[src/rtl/ascon_perm_seq.sv]
// Sequencer that streams a 320-bit Ascon state through an external serial round core,
// one 64-bit slice per cycle, for a = 1..12 rounds (each round: 5 load + 6 read cycles).
module ascon_perm_seq #(
    parameter int BW = 64
) (
    input  logic            clk,
    input  logic            rstn,
    input  logic            in_valid,
    output logic            in_ready,
    input  logic [5*BW-1:0] in_state,
    input  logic [3:0]      in_rounds,
    output logic            out_valid,
    input  logic            out_ready,
    output logic [5*BW-1:0] out_state,
    output logic            busy,
    output logic            core_en,
    output logic [2:0]      core_slice_idx,
    output logic [3:0]      core_round,
    output logic [BW-1:0]   core_slice_in,
    input  logic [BW-1:0]   core_slice_out
);

    typedef enum logic [1:0] {IDLE, LOAD, READ, DONE} state_t;

    localparam logic [3:0] LAST_RND = 4'd11;

    state_t            r_state;
    state_t            w_next;
    logic [BW-1:0]     r_st [0:4];
    logic [3:0]        r_rnd;
    logic [2:0]        r_phase;
    logic [5*BW-1:0]   r_out;
    logic [3:0]        w_rounds_eff;
    logic [BW-1:0]     w_load_slice;

    // Out-of-range round counts fall back to the full 12-round permutation.
    assign w_rounds_eff = ((in_rounds == 4'd0) || (in_rounds > 4'd12)) ? 4'd12 : in_rounds;
    assign out_state    = r_out;

    always_comb begin
        w_load_slice = '0;
        case (r_phase)
            3'd0:    w_load_slice = r_st[0];
            3'd1:    w_load_slice = r_st[1];
            3'd2:    w_load_slice = r_st[2];
            3'd3:    w_load_slice = r_st[3];
            3'd4:    w_load_slice = r_st[4];
            default: w_load_slice = '0;
        endcase
    end

    always_ff @(posedge clk) begin
        if (!rstn) r_state <= IDLE;
        else       r_state <= w_next;
    end

    always_comb begin
        w_next         = r_state;
        in_ready       = 1'b0;
        out_valid      = 1'b0;
        busy           = 1'b1;
        core_en        = 1'b0;
        core_slice_idx = 3'd0;
        core_round     = 4'd0;
        core_slice_in  = '0;
        case (r_state)
            IDLE: begin
                in_ready = 1'b1;
                busy     = 1'b0;
                if (in_valid) w_next = LOAD;
            end
            LOAD: begin
                core_en        = 1'b1;
                core_slice_idx = r_phase;
                core_slice_in  = w_load_slice;
                core_round     = r_rnd;
                if (r_phase == 3'd4) w_next = READ;
            end
            READ: begin
                core_round     = r_rnd;
                // The sixth read cycle only collects the registered x4 slice.
                core_slice_idx = (r_phase == 3'd5) ? 3'd4 : r_phase;
                if (r_phase == 3'd5) w_next = (r_rnd == LAST_RND) ? DONE : LOAD;
            end
            DONE: begin
                out_valid = 1'b1;
                if (out_ready) w_next = IDLE;
            end
            default: w_next = IDLE;
        endcase
    end

    always_ff @(posedge clk) begin
        if (!rstn) begin
            for (int i = 0; i < 5; i++) r_st[i] <= '0;
            r_rnd   <= 4'd0;
            r_phase <= 3'd0;
            r_out   <= '0;
        end else begin
            case (r_state)
                IDLE: begin
                    if (in_valid) begin
                        r_st[0] <= in_state[5*BW-1:4*BW];
                        r_st[1] <= in_state[4*BW-1:3*BW];
                        r_st[2] <= in_state[3*BW-1:2*BW];
                        r_st[3] <= in_state[2*BW-1:BW];
                        r_st[4] <= in_state[BW-1:0];
                        r_rnd   <= 4'd12 - w_rounds_eff;
                        r_phase <= 3'd0;
                    end
                end
                LOAD: begin
                    r_phase <= (r_phase == 3'd4) ? 3'd0 : r_phase + 3'd1;
                end
                READ: begin
                    for (int i = 0; i < 5; i++) begin
                        if (r_phase == 3'(i + 1)) r_st[i] <= core_slice_out;
                    end
                    if (r_phase == 3'd5) begin
                        r_phase <= 3'd0;
                        if (r_rnd == LAST_RND)
                            r_out <= {r_st[0], r_st[1], r_st[2], r_st[3], core_slice_out};
                        else
                            r_rnd <= r_rnd + 4'd1;
                    end else begin
                        r_phase <= r_phase + 3'd1;
                    end
                end
                default: ;
            endcase
        end
    end

endmodule
[config.mk]
export PLATFORM = sky130hd
export DESIGN_NAME = ascon_perm_seq
export DESIGN_NICKNAME = d
export VERILOG_FILES = /design/src/rtl/ascon_perm_seq.sv
export SDC_FILE = /design/constraint.sdc
export NUM_CORES = 1
export LEC_CHECK = 0
export ABC_AREA = 0
export CAP_MARGIN = 15
export CORE_AREA = 2 2 302 304
export CTS_CLUSTER_DIAMETER = 120
export DETAILED_ROUTE_END_ITERATION = 8
export DIE_AREA = 0 0 304 306
export SETUP_SLACK_MARGIN = 0.1
export SLEW_MARGIN = 10
export SYNTH_ARGS = -nofsm -noshare
export SYNTH_HDL_FRONTEND = slang
export SYNTH_SLANG_ARGS = --single-unit
[constraint.sdc]
create_clock -name clk -period 12 [get_ports clk]
set_clock_uncertainty 0.1 [all_clocks]
set_input_delay 3 -clock clk [delete_from_list [all_inputs] [get_ports clk]]
set_output_delay 3 -clock clk [all_outputs]
set_load 0.02 [all_outputs]
==> results of run 1 <==
[per-stage QoR]
| stage | std cells | util |
|---|---|---|
| 5_1_grt | 4442 | 0.422 |
| 3_3_place_gp | 4282 | 0.392 |
| 3_5_place_dp | 4282 | 0.392 |
| 6_report | 4444 | 0.422 |
| 2_1_floorplan | 2523 | - |
| 4_1_cts | 4425 | 0.422 |
[sequential cells by signal (all words and copies together) (netlist names)]
signal and cells:
r_state 2, r_phase 3, r_rnd 4, r_st 320, out_state 320
[power groups by stage]
stage	clock network, mW	registers (mW)	logic [mW]
floorplan	0	2.81	0.651
global placement	0	2.87	1.20
detailed placement	0	2.87	1.21
CTS	2.48	2.82	1.22
global route	2.57	2.85	1.29
finish	2.44	2.83	1.21
[cells by family after synthesis]
group / Yosys count / share of synthesized area
DFF: 649 / 0.611
adders and majority gates: 11 / 0.00519
buffers and inverters: 241 / 0.0438
and+or+nand+nor: 825 / 0.120
AOI/OAI and AO/OA: 796 / 0.220
muxes: 1 / 0.000378
[worst max-delay path, stage by stage, from the launching register on]
cell and delay [ns]:
dfxtp_1 0.36, inv_1 0.19, ha_4 0.66, and2_4 0.62, buf_4 0.59, a221oi_1 0.16
nor2_1 0.31, clkdlybuf4s50_1 0.68
[area by class of cell]
cell class / count / area [um^2]
fill: 8709 / 51800
sequential: 649 / 16200
multi-input combinational: 1633 / 9300
timing repair buffer: 813 / 8120
clock buffer: 107 / 2190
tap: 1176 / 1470
clock inverter: 36 / 434
inverter: 11 / 48.8
antenna: 19 / 47.5
[synth_stat cells, types with 2 or more instances]
| master | n |
|---|---|
| a21boi_0 | 2 |
| a22o_1 | 320 |
| inv_1 | 11 |
| edfxtp_1 | 320 |
| nor2_1 | 139 |
| nor3_1 | 4 |
| nor2b_1 | 4 |
| nand2_1 | 652 |
| a221oi_1 | 64 |
| buf_4 | 20 |
| a222oi_1 | 64 |
| buf_6 | 13 |
| o21ai_0 | 4 |
| ha_1 | 11 |
| and2_1 | 6 |
| buf_1 | 5 |
| nand3_1 | 10 |
| buf_2 | 66 |
| o31ai_1 | 3 |
| a21oi_1 | 325 |
| a32o_1 | 2 |
| clkbuf_1 | 126 |
| dfxtp_1 | 329 |
[routing by layer]
metal / share of wire / track usage / vias up
met1: 0.40 / 0.289 / 11500
met5: 0.00032 / 0 / -
met2: 0.48 / 0.370 / 1160
li1: - / - / 10600
met3: 0.080 / 0.0495 / 225
met4: 0.042 / 0.105 / 6
[path summary, 6_finish.rpt]
path / startpoint / to / slack (ns) / cells past startpoint
setup / recovery: r_phase[0] / core_slice_in[9] / 4.58 / 7
hold / removal: out_state[10] / out_state[10] / 0.35 / 2
setup reg to reg: r_phase[2] / r_st[0][131] / 7.14 / 7
hold reg to reg: out_state[10] / out_state[10] / 0.35 / 2
[cells in the final DEF, fill, tap and decap left out, types with 5 or more instances in the layout]
| master | instances |
|---|---|
| a222oi_1 | 64 |
| nor2_1 | 138 |
| clkinv_2 | 10 |
| a22o_1 | 320 |
| clkinvlp_4 | 7 |
| clkbuf_16 | 80 |
| inv_1 | 10 |
| edfxtp_1 | 320 |
| diode_2 | 19 |
| bufinv_16 | 8 |
| ha_1 | 7 |
| and2_1 | 5 |
| buf_4 | 23 |
| dfxtp_1 | 328 |
| nand2_1 | 652 |
| clkbuf_8 | 9 |
| a221oi_1 | 64 |
| clkdlybuf4s50_1 | 786 |
| a21oi_1 | 325 |
| nand3_4 | 6 |
| clkbuf_1 | 18 |
==> out/metrics.yaml, run 1 <==
period_share: 0.618
drtIter0Drc: 2414
track_usage: 0.227
insertion_delay_ns: 0.63
placed_area_um2: 35100
ys_async_sr_fraction: 0
cp-start-kind: "flop"
yosysWarnings: 0
syn_avg_cell_area_um2: 10.5
status: "completed"
remaining_drc_errors: 0
cts_buffers: 77
num_vias: 23500
p_leak_nw: 13.0
maxCapViolCount: 0
layout-drive-gt1-share: 0.0520
slew_headroom: 0.188
core_area_um2: 89600
power_density_nw_per_um2: 171
worst_ep_arrival_time_ns: 4.32
die_y_um: 306
cts_tree: "done"
p_sw_frac: 0.291
period_minus_slack_ns: 7.42
cts_setup_buffers: 0
routed_via_density: 5.29
end_kind: "output pin"
ant_nets: 0
cts.repair.resized: 0
synth.area.top_cells: "edfxtp_1 36%, dfxtp_1 25%, a22o_1 11%"
critPathMaxFanout: 40
drtPass1Iterations: 6
p_int_mw: 4.60
nNetsFinal: 3588
cts_buffer_depth: 3
start_util: 0.296
cts_sinks: 649
cts.hold.buffers_added: 0
netlist_instances: 2523
wl_um: 111000
die_x_um: 304
antenna_found_initial: 21
yosys.area.top_type: "edfxtp_1"
ys_ff_latch: 649
p_sw_mw: 1.88
layout_setup_ws_ns: 4.58
power.share.combinational: 0.187
area_delta_synth_final_pct: 42.7
grt_pass1_wl_um: 158000
final_area_um2: 37800
whs_ns: 0.351
pwr-share-clk: 0.377
path_clk_slew_ns: 0.06
syn_nets: 2926
io_buffers: 786
synth_edf_count: 320
dieArea_um2: 93000
post-place-ws_ns: 5.11
post_drt_wl_per_cell_um: 24.9
setup_viol: 0
io_pins: 787
h-tree-depth: 3
worst_pin_slew_ns: 1.22
clockRootBuffer: "clkbuf_16"
gp_congestion: 0.860
rsz0062_at_grt: "false"
required_ns: 8.90
ys_types: 46
placementRows: 110
hold_path_class: "flop to flop"
crit_type: "flop to output pin"
ir_worst_vdd_v: 0.0000908
synth_top_area_share: 0.363
synth-main-ff-cell: "dfxtp_1"
setup-tns-final_ns: 0
overflow: 0
dpl.hpwl_um: 72800
seqPwrFrac: 0.436
grt_pass1_vias: 22800
synthesis.area_um2: 26500
total_power_mw: 6.48
fmax_ghz: 0.135
final_hold_viol_count: 0
ys_seq_area_frac: 0.611
slew_violations: 0
grt_start_max_net_pins: 185
(Power assumes the default switching activity.)
==> inputs of run 2 (changes only) <==
==> constraint.sdc (replaced) <==
create_clock -name clk -period 7.5 [get_ports clk]
set_clock_uncertainty 0.1 [all_clocks]
set_input_delay 1.875 -clock clk [delete_from_list [all_inputs] [get_ports clk]]
set_output_delay 1.875 -clock clk [all_outputs]
set_load 0.02 [all_outputs]
==> run 2 against run 1 <==
  * Critical path type unchanged
  * Highest routed layer unchanged
  * Via count rose by 0.42%
  * Count of clock-buffer cells in the layout rose by 1
  * Total power rose by 59%
  * Final cell count barely moved
==> out/metrics.yaml, run 2 (synthesized netlist as in run 1, its figures left out) <==
cts_buffer_depth: 3
remaining_drc_errors: 0
required_ns: 5.53
cts_buffers: 76
crit_type: "flop to output pin"
rr_endpoint: "r_st[0][217]"
min_to: "out_state[210]"
grt_start_max_net_pins: 167
slowest_delay_ns: 0.62
post_drt_wl_per_cell_um: 25.0
ant_nets: 0
die_x_um: 304
grt_pass1_vias: 22500
maxCapViolCount: 0
setup-tns-final_ns: 0
cp-start-kind: "flop"
cts_tree: "done"
antenna_found_initial: 19
cts.repair.resized: 0
path_clk_slew_ns: 0.06
critPathTopFamily: "buffers and inverters"
start_util: 0.296
power_density_nw_per_um2: 272
r2r-start: "r_phase[2]"
critPathMaxFanout: 34
cts.hold.buffers_added: 0
grt_pass1_wl_um: 158000
fmax_ghz: 0.166
nNetsFinal: 3589
die_y_um: 306
total_power_mw: 10.3
clockRootBuffer: "clkbuf_16"
io_buffers: 786
dpl.hpwl_um: 73300
slew_headroom: 0.270
layout.cells.non_filler: 4440
path_buf_inv: 3
hold_path_startpoint: "out_state[210]"
gp_congestion: 0.858
cts_sinks: 649
r2r_slack_ns: 2.92
wl_um: 111000
routed_via_density: 5.32
dieArea_um2: 93000
drtIter0Drc: 2532
status: "completed"
rsz0062_at_grt: "false"
num_vias: 23600
core_area_um2: 89600
final_hold_viol_count: 0
slew_violations: 0
drtPass1Iterations: 8
crit_chain: "inv_1, ha_4, and2_4, buf_4, a221oi_1, nor2_1, clkdlybuf4s50_1"
layout_common_cells: "786 x clkdlybuf4s50_1, 652 x nand2_1, 328 x dfxtp_1, 325 x a21oi_1"
multi_input_area_um2: 9300
insertion_delay_ns: 0.64
layout-drive-gt1-share: 0.0514
period_share: 0.805
overflow: 0
hold_depth: 2
hold_path_class: "flop to flop"
period_minus_slack_ns: 6.04
final_common_cell: "clkdlybuf4s50_1"
final.fill_count: 8661
regArea_um2: 16200
p_leak_nw: 13.0
h-tree-depth: 3
end_kind: "output pin"
final_area_um2: 37900
dp_cells: 4284
utilization: 0.423
r2r_cells: 6
cts_setup_buffers: 0
placementRows: 110
ir_worst_vdd_v: 0.000166
worst_ep_arrival_time_ns: 4.06
track_usage: 0.227
worst_pin_slew_ns: 1.09
placed_area_um2: 35200
io_pins: 787
worst_path_max_delay_cell: "clkdlybuf4s50_1"
area_delta_synth_final_pct: 42.9
setup_viol: 0
==> run 2: worst register-to-register path, delay by kind of cell, from the launching register on <==
| family | cells | cell delay [ns] |
|---|---|---|
| simple gates | 3 | 1.54 |
| flops | 1 | 0.68 |
| buf+inv | 2 | 1.42 |
| compound gates | 1 | 0.44 |
==> run 2: worst max path at each step <==
stage | startpoint | end | slack (ns) | cells past startpoint
after floorplan | rstn | r_st[0][0] | 2.93 | 2
after global placement | r_phase[0] | core_slice_in[63] | 2.15 | 7
after detailed placement | r_phase[0] | core_slice_in[63] | 2.15 | 7
after CTS | r_phase[0] | core_slice_in[63] | 1.44 | 7
after global routing | r_phase[0] | core_slice_in[63] | 1.30 | 7
final | r_phase[0] | core_slice_in[63] | 1.46 | 7
==> run 2: layout make-up <==
class                      count  area share
antenna                       14    0.000925
clock buffer                 108      0.0571
clock inverter                34      0.0114
inverter                      11     0.00129
multi-input combinational   1633       0.246
sequential                   649       0.428
tap                         1176      0.0389
timing repair buffer         815       0.217
==> run 2: power breakdown <==
part | switching (mW) | internal (mW)
Combinational | 1.16 | 0.760
Clock | 1.59 | 2.28
Sequential | 0.252 | 4.27
==> run 2: metal layers <==
layer,global-route usage,share of wire,up-vias
met5,0,0.00037,-
met4,0.0937,0.037,6
met3,0.0490,0.082,198
met2,0.377,0.48,1150
met1,0.286,0.40,11700
li1,-,-,10600
==> run 2: stage by stage <==
| stage | hold WS [ns] | setup WS (ns) |
|---|---|---|
| detailed placement | 0.345 | 2.15 |
| finish | 0.352 | 1.46 |
| floorplan | 0.365 | 2.93 |
| CTS | 0.353 | 1.44 |
| global route | 0.365 | 1.30 |
| global placement | 0.340 | 2.15 |
==> variant, RTL diff (config.mk and constraints of run 2) <==
Change the parameter `BW` from 64 to 32.
--- a/src/rtl/ascon_perm_seq.sv
+++ b/src/rtl/ascon_perm_seq.sv
@@ -2,5 +2,5 @@
 // one 64-bit slice per cycle, for a = 1..12 rounds (each round: 5 load + 6 read cycles).
 module ascon_perm_seq #(
-    parameter int BW = 64
+    parameter int BW = 32
 ) (
     input  logic            clk,
Ports: changed (resized core_slice_in, core_slice_out, in_state and out_state); port bits go from 787 to 403. The function was not compared with the original's and may differ.
==> variant against run 2 <==
- power decreased by 46%
- the run now ends with slew limit left
- worst hold slack got worse by 0.0011 ns
- sequential cell count decreased by 320
- register-to-register slack improved by 0.37 ns
- routed wire length decreased by 42%
- combinational power decreased by 40%
- synthesized area decreased by 48%
- sequential share of layout area decreased by 2.5 points
- cell count decreased by 35%
- global-route usage decreased by 9.4 points
- cell area decreased by 46%
- critical endpoint is now core_slice_in[16]
- worst setup slack got worse by 0.13 ns
==> variant: results (changes against run 2) <==
- Worst rel slew slack: -8.056% (was 27.01%)
- CTS H-tree lvls: 2 (was 3)
- Signal arrival time at the worst endpoint: 4.19 ns (was 4.06 ns)
- The fraction of layout cells with a size suffix above 1 is 6.213% (was 5.138%).
* TritonCTS Buffers: 43 (was 76)
- The share of synthesized cell area in full adder, half adder and majority cells was 1.005% (was 0.5193%).
* Status: finished, violations left (was completed)
* Worst path max stage delay: 1.40 ns (was 0.62 ns)
- Post-DP HPWL: 45.63 mm (was 73.26 mm)
- The pre-CTS setup slack came to 1.995 ns (was 2.146 ns).
* Clock latency of the later-clocked register in the worst-skew pair: 0.58 ns (was 0.64 ns)
- The number of standard cells in the layout, taps in and fillers out is 2889 (was 4440).
- Part of the total power dissipated in the clock network: 37.7% (was 37.5%)
- Compound-Gate Fraction of Synth Area: 22.02% (was 21.97%)
- Placed instance area: 18880 um2 (was 35240 um2)
* Gp weighted congestion: 0.8093 (was 0.8581)
- The max-slew violation count is 1 (was 0).
- Wire length of the first global-routing pass: 89.20 mm (was 157.8 mm)
* Number of nets in the layout: 1882 (was 3589)
- The kind of cell adding the most delay to the critical path is compound AO/OA/AOI/OAI gates (was buffers and inverters).
* Violations in the final reports: slew limit
* Global router's overall resource usage: 13.29% (was 22.67%)
* Count of placed standard cells including taps: 2802 (was 4284)
* Leak pwr: 6.792 nW (was 13.01 nW)
- Vias in the first global route: 11890 (was 22520)
* Critical path peak fanout: 36 (was 34)
- Number of antenna violations at the first check in global routing: 15 (was 19)
- The maximum number of pins on one net before global-route repair was 118 (was 167).
* Post-synth EDFFs: 160 (was 320)
- Total of buffers placed on input and output ports: 402 (was 786)
- Wl on met1: 30.59 mm (was 44.31 mm)
- Routed wire length: 64.57 mm (was 111.0 mm)
[variant: cell count changes after synthesis, sizes merged]
cell / before / now
a21oi: 325 / 165
a221oi: 64 / 32
a222oi: 64 / 32
a22o: 320 / 160
buf: 104 / 43
clkbuf: 126 / 75
clkinv: 0 / 1
dfxtp: 329 / 169
edfxtp: 320 / 160
inv: 11 / 10
nand2: 652 / 332
nor2: 139 / 75
[variant: cells by family (layout without fill, tap and decap cells)]
kind of cell,Yosys count,after routing
other cells,0,7
fa+ha+maj,11,11
buf+inv,129,512
mux,1,1
flops,329,329
compound gates,412,412
simple gates,441,441
[variant: final cells by class]
| cell class | instances | area (um2) |
|---|---|---|
| Inverter | 11 | 46.29 |
| Fill cell | 9580 | 69280 |
| Timing Repair Buffer | 421 | 4192 |
| Sequential cell | 329 | 8189 |
| Clock buffer | 56 | 1186 |
| Clock inverter | 24 | 240.2 |
| Multi-Input combinational cell | 865 | 4979 |
| Antenna cell | 7 | 17.52 |
| Tap cell | 1176 | 1471 |
[variant: worst paths after layout]
kind	start	end	slack (ns)	cells past startpoint
setup / recovery	r_phase[0]	core_slice_in[16]	1.34	7
hold / removal	out_state[10]	out_state[10]	0.35	2
setup reg to reg	r_phase[0]	r_st[0][21]	3.29	7
hold reg to reg	out_state[10]	out_state[10]	0.35	2
[variant: power groups by stage]
stage | Combinational, mW | Sequential (mW) | Clock, mW
floorplan | 0.596 | 2.28 | 0
global placement | 1.17 | 2.35 | 0
detailed placement | 1.18 | 2.34 | 0
CTS | 1.18 | 2.31 | 2.17
global route | 1.25 | 2.33 | 2.24
finish | 1.16 | 2.31 | 2.10
